--- config.mk ---
export PLATFORM = sky130hd
export DESIGN_NAME = scan_mux
export DESIGN_NICKNAME = d
export VERILOG_FILES = /design/src/rtl/scan_mux.sv
export SDC_FILE = /design/constraint.sdc
export NUM_CORES = 1
export LEC_CHECK = 0
export ABC_AREA = 1
export CAP_MARGIN = 15
export CELL_PAD_IN_SITES_DETAIL_PLACEMENT = 0
export CELL_PAD_IN_SITES_GLOBAL_PLACEMENT = 1
export CORE_AREA = 2 2 80 82
export CTS_CLUSTER_DIAMETER = 30
export DETAILED_ROUTE_END_ITERATION = 16
export DIE_AREA = 0 0 82 84
export PLACE_DENSITY = 0.93
export RECOVER_POWER = 100
export SLEW_MARGIN = 20
export SYNTH_ARGS = -nofsm -noshare
export SYNTH_HDL_FRONTEND = slang
export SYNTH_SLANG_ARGS = --single-unit
--- constraint.sdc ---
create_clock -name clk -period 2.7 [get_ports clk]
set_input_delay 0.54 -clock clk [delete_from_list [all_inputs] [get_ports clk]]
set_output_delay 0.54 -clock clk [all_outputs]
set_load 0.01 [all_outputs]
--- src/rtl/scan_mux.sv ---
// Registered N-channel multiplexer with manual select or timed auto-scan.
// Define SCAN_MUX_SKIP_EN to add ch_enable, which lets the scan skip disabled channels.
module scan_mux #(
  parameter int WIDTH    = 8,
  parameter int CHANNELS = 4,
  parameter int SEL_W    = 2,
  parameter int DWELL    = 50000000
) (
  input  logic                      clk,
  input  logic                      resetn,
  input  logic [CHANNELS*WIDTH-1:0] data_in,
  input  logic [SEL_W-1:0]          sel_in,
  input  logic                      mode,
  input  logic                      hold,
`ifdef SCAN_MUX_SKIP_EN
  input  logic [CHANNELS-1:0]       ch_enable,
`endif
  output logic [WIDTH-1:0]          data_out,
  output logic [SEL_W-1:0]          cur_ch,
  output logic                      ch_change
);

  localparam int CNT_W = (DWELL > 1) ? $clog2(DWELL) : 1;
  localparam logic [CNT_W-1:0] CNT_LAST = CNT_W'(DWELL - 1);

  typedef enum logic {MANUAL = 1'b0, SCAN = 1'b1} state_t;

  state_t               state;
  state_t               state_next;
  logic [CNT_W-1:0]     cnt;
  logic [CNT_W-1:0]     cnt_next;
  logic [SEL_W-1:0]     ch_next;
  logic [SEL_W-1:0]     scan_ch;
  logic [SEL_W-1:0]     hi_ch;
  logic [SEL_W-1:0]     lo_ch;
  logic                 hi_found;
  logic                 lo_found;
  logic                 sel_ok;
  logic [WIDTH-1:0]     sel_data;
  logic [CHANNELS-1:0]  en;

`ifdef SCAN_MUX_SKIP_EN
  assign en = ch_enable;
`else
  assign en = '1;
`endif

  // State register: tracks mode with one cycle of lag.
  always_ff @(posedge clk or negedge resetn) begin
    if (!resetn) state <= MANUAL;
    else         state <= state_next;
  end

  always_comb begin
    state_next = mode ? SCAN : MANUAL;
  end

  // Next scan channel: first enabled channel above cur_ch, else first below it,
  // else stay put (covers "only cur_ch enabled" and "none enabled").
  always_comb begin
    hi_ch    = '0;
    lo_ch    = '0;
    hi_found = 1'b0;
    lo_found = 1'b0;
    sel_ok   = 1'b0;
    sel_data = '0;
    for (int k = 0; k < CHANNELS; k++) begin
      if (!hi_found && en[k] && (SEL_W'(k) > cur_ch)) begin
        hi_ch    = SEL_W'(k);
        hi_found = 1'b1;
      end
      if (!lo_found && en[k] && (SEL_W'(k) < cur_ch)) begin
        lo_ch    = SEL_W'(k);
        lo_found = 1'b1;
      end
      if ((sel_in == SEL_W'(k)) && en[k]) sel_ok = 1'b1;
      if (cur_ch == SEL_W'(k)) sel_data = data_in[k*WIDTH +: WIDTH];
    end
    scan_ch = hi_found ? hi_ch : (lo_found ? lo_ch : cur_ch);
  end

  // Priority: hold, then mode change (state_next != state), then dwell wrap.
  always_comb begin
    cnt_next = cnt;
    ch_next  = cur_ch;
    if (!hold) begin
      if (state == MANUAL) begin
        cnt_next = '0;
        if (sel_ok) ch_next = sel_in;
      end else if (state_next != state) begin
        cnt_next = '0;
      end else if (cnt == CNT_LAST) begin
        cnt_next = '0;
        ch_next  = scan_ch;
      end else begin
        cnt_next = cnt + 1'b1;
      end
    end
  end

  always_ff @(posedge clk or negedge resetn) begin
    if (!resetn) begin
      cnt       <= '0;
      cur_ch    <= '0;
      ch_change <= 1'b0;
      data_out  <= '0;
    end else begin
      cnt       <= cnt_next;
      cur_ch    <= ch_next;
      ch_change <= (ch_next != cur_ch);
      data_out  <= sel_data;
    end
  end

endmodule

==> reports/qor.yml <==
status:
  outcome: "finished, violations left"
  violations: "capacitance limit, slew limit"
finish:
  layout_common_cells: "nand2_1, nor2_1, dfrtp_1"
  antennaDiodeCount: 0
  area_growth_pct: 30.57
  nNetsFinal: 410
  instances_no_fill: 443
  final_common_cell: "nand2_1"
  drive_above_1_share_pct: 6.011
setup_path:
  r2r-start: "cnt[1]"
  setup.worst_path.class: "reg2reg"
  cp-startpoint: "cnt[1]"
  rrSetupSlack_ns: 0.55
  required_ns: 2.88
  cpPeakStageDelay_ns: 0.37
  arrival_ns: 2.34
  crit_chain: "ha_1 -> nand3_1 -> inv_1 -> nand2_1 -> nor2_1 -> nand2_1 -> nand3_1 -> nand2_1 -> inv_2 -> a21oi_1 -> o21a_1"
  cp_slowest_cell: "dfrtp_1"
  cp-start-kind: "flip-flop"
  end_kind: "flip-flop"
  cp.depth: 11
  crit_family: "simple AND/OR/NAND/NOR gates"
  crit_buf_inv: 2
  cp_common_cell: "nand2_1"
  rr_worst_depth: 11
  path_max_fanout: 14
place:
  hpwl_um: 3884
  port_buffers: 48
  dp.cells: 435
  gp_congestion: 0.8766
power_and_ir_drop:
  irDropWorstVdd_mv: 0.2548
  power.density_nw_per_um2: 517.4
  totalPowerFinal_mw: 1.538
  p_leak_nw: 1.322
die:
  chipWidth_um: 82
  chipHeight_um: 84
  rows: 29
  fp.coreArea_sq_um: 6096
  io_pins: 49
  dieArea_sq_um: 6888
  start_util_pct: 37.34
clocking:
  cts.sinks: 38
  cts_setup_buffers: 0
  cts_max_level: 2
  cts_root_buf: "clkbuf_8"
  cts_resized: 0
  cts_tree: "done"
  cts_hold_buf: 0
  cts_buffers: 5
  clkLatencyLatePin_ns: 0.29
  clockBufferDepth: 2
  path_clk_slew_ns: 0.08
synth:
  avgSynthCellArea_sq_um: 7.248
  netlist_instances: 314
  syn_nets: 359
  synth_warnings: 0
  syn_area_sq_um: 2276
  synthDistinctLibCells: 34
  synth-seq-cells: 38
  ys_seq_area_share_pct: 41.78
hold_path:
  min_path_cells: 2
  min-delay-start: "cnt[1]"
  hp-class: "reg2reg"
global_routing:
  gr-usage-all-layers_pct: 16.70
  grt_pass1_vias: 2073
  grt-ovfl-total: 0
  antenna_found_initial: 0
  grt_pass1_wl_um: 9121
  grt_max_degree: 39
sta:
  tightest_slew_ns: 1.992
  finClkSkew_ns: 0.006098
  rsz0062_at_grt: "false"
  hold_viol_final: 0
  period_share_pct: 79.73
  report.final.slew_viol_count: 39
  finalSetupViolations: 0
  max-slew-margin-rel_pct: -32.82
  setup_tns_ns: 0
  whs_ns: 0.5249
  fin_crit_ns: 2.153
  fmax_ghz: 0.4645
drt:
  drt_iter0_drc: 99
  drc: 0
  wl_um: 5118
  routed-via-count: 2116
  antenna_left: 0
  viasPerCell: 4.777
  routedWlPerCell_um: 11.55
  dr.pass1.iters: 4
job:
  max_cap_viol_count: 1
registers in the layout, summed over array words and instances, names as in the netlist:
name,flops
data_out,8
cur_ch,2
cnt,26
state,1
ch_change,1
synth_stat cells:
master	number	area share [%]
o21a_1	1	0.33
nand3_2	1	0.44
xor2_1	7	2.7
inv_1	32	5.3
a211oi_1	1	0.33
xnor2_1	1	0.38
a2bb2oi_1	1	0.38
nor3_2	2	0.88
nand2_1	85	14
buf_1	1	0.16
nand2_2	2	0.55
nor3_4	1	0.71
nor2_2	4	1.1
a21oi_1	24	5.3
and3_1	1	0.28
ha_1	7	3.8
a221oi_1	1	0.38
or2_0	1	0.28
nor2_4	1	0.49
clkbuf_1	4	0.66
inv_2	1	0.16
o21ai_0	8	1.8
and2_1	1	0.28
buf_2	1	0.22
dfrtp_1	38	42
nand4_2	1	0.55
nor2_1	55	9.1
nand4_1	7	1.9
buf_6	1	0.49
a31oi_1	1	0.28
nand3_1	13	2.9
o31ai_1	1	0.33
nor4_1	1	0.28
nor3_1	7	1.5
layer usage:
| layer | GRT usage [%] | vias to the layer above | wire [um] | part of all wire, % |
|---|---|---|---|---|
| li1 | - | 1099 | - | - |
| met1 | 21.46 | 949 | 2348 | 46 |
| met2 | 26.98 | 62 | 2354 | 46 |
| met3 | 4.437 | 6 | 359 | 7.0 |
| met4 | 5.303 | 0 | 57 | 1.1 |
| met5 | 0 | - | 0 | 0 |
where the power goes:
group | total (mW) | switching [mW] | internal, mW
Sequential | 0.634 | 0.0222 | 0.611
Clock | 0.599 | 0.205 | 0.394
Combinational | 0.305 | 0.157 | 0.148
cells by family after synthesis:
kind of cell	share of synthesized area, %
DFF	41.78
buffers and inverters	6.981
and+or+nand+nor	35.24
adders and majority gates	3.848
xor gates and xnor gates	3.079
AOI/OAI and AO/OA	9.072
per-stage QoR:
stage               util, %  instance area [sq um]  worst slack [ns]
floorplan                 -                   2276             1.015
global placement      46.51                   2835            0.6654
detailed placement    46.51                   2835            0.6217
CTS                   48.85                   2978            0.7103
global route          48.75                   2972            0.2930
finish                48.75                   2972            0.5472
worst reg2reg max path, delay by kind of cell (launching register included):
family | cells | cell delay, ns
simple gates | 6 | 0.83
flops | 1 | 0.37
compound gates | 2 | 0.18
buf+inv | 2 | 0.46
fa+ha+maj | 1 | 0.20
worst paths after layout:
path	end
min in group asynchronous	cnt[6]
worst min register to register	cnt[1]
worst max-delay path	cnt[21]
worst min-delay path	cnt[1]
worst max register to register	cnt[21]
max in group asynchronous	data_out[7]
layout make-up:
class | count | area [sq um]
Fill cell | 615 | 3124
Multi-Input combinational cell | 236 | 1161
Sequential cell | 38 | 950.9
Timing Repair Buffer | 51 | 496.7
Inverter | 33 | 123.9
Tap cell | 77 | 96.34
Clock buffer | 6 | 82.58
Clock inverter | 2 | 60.06
No activity file was read; power rests on OpenSTA's default activity.
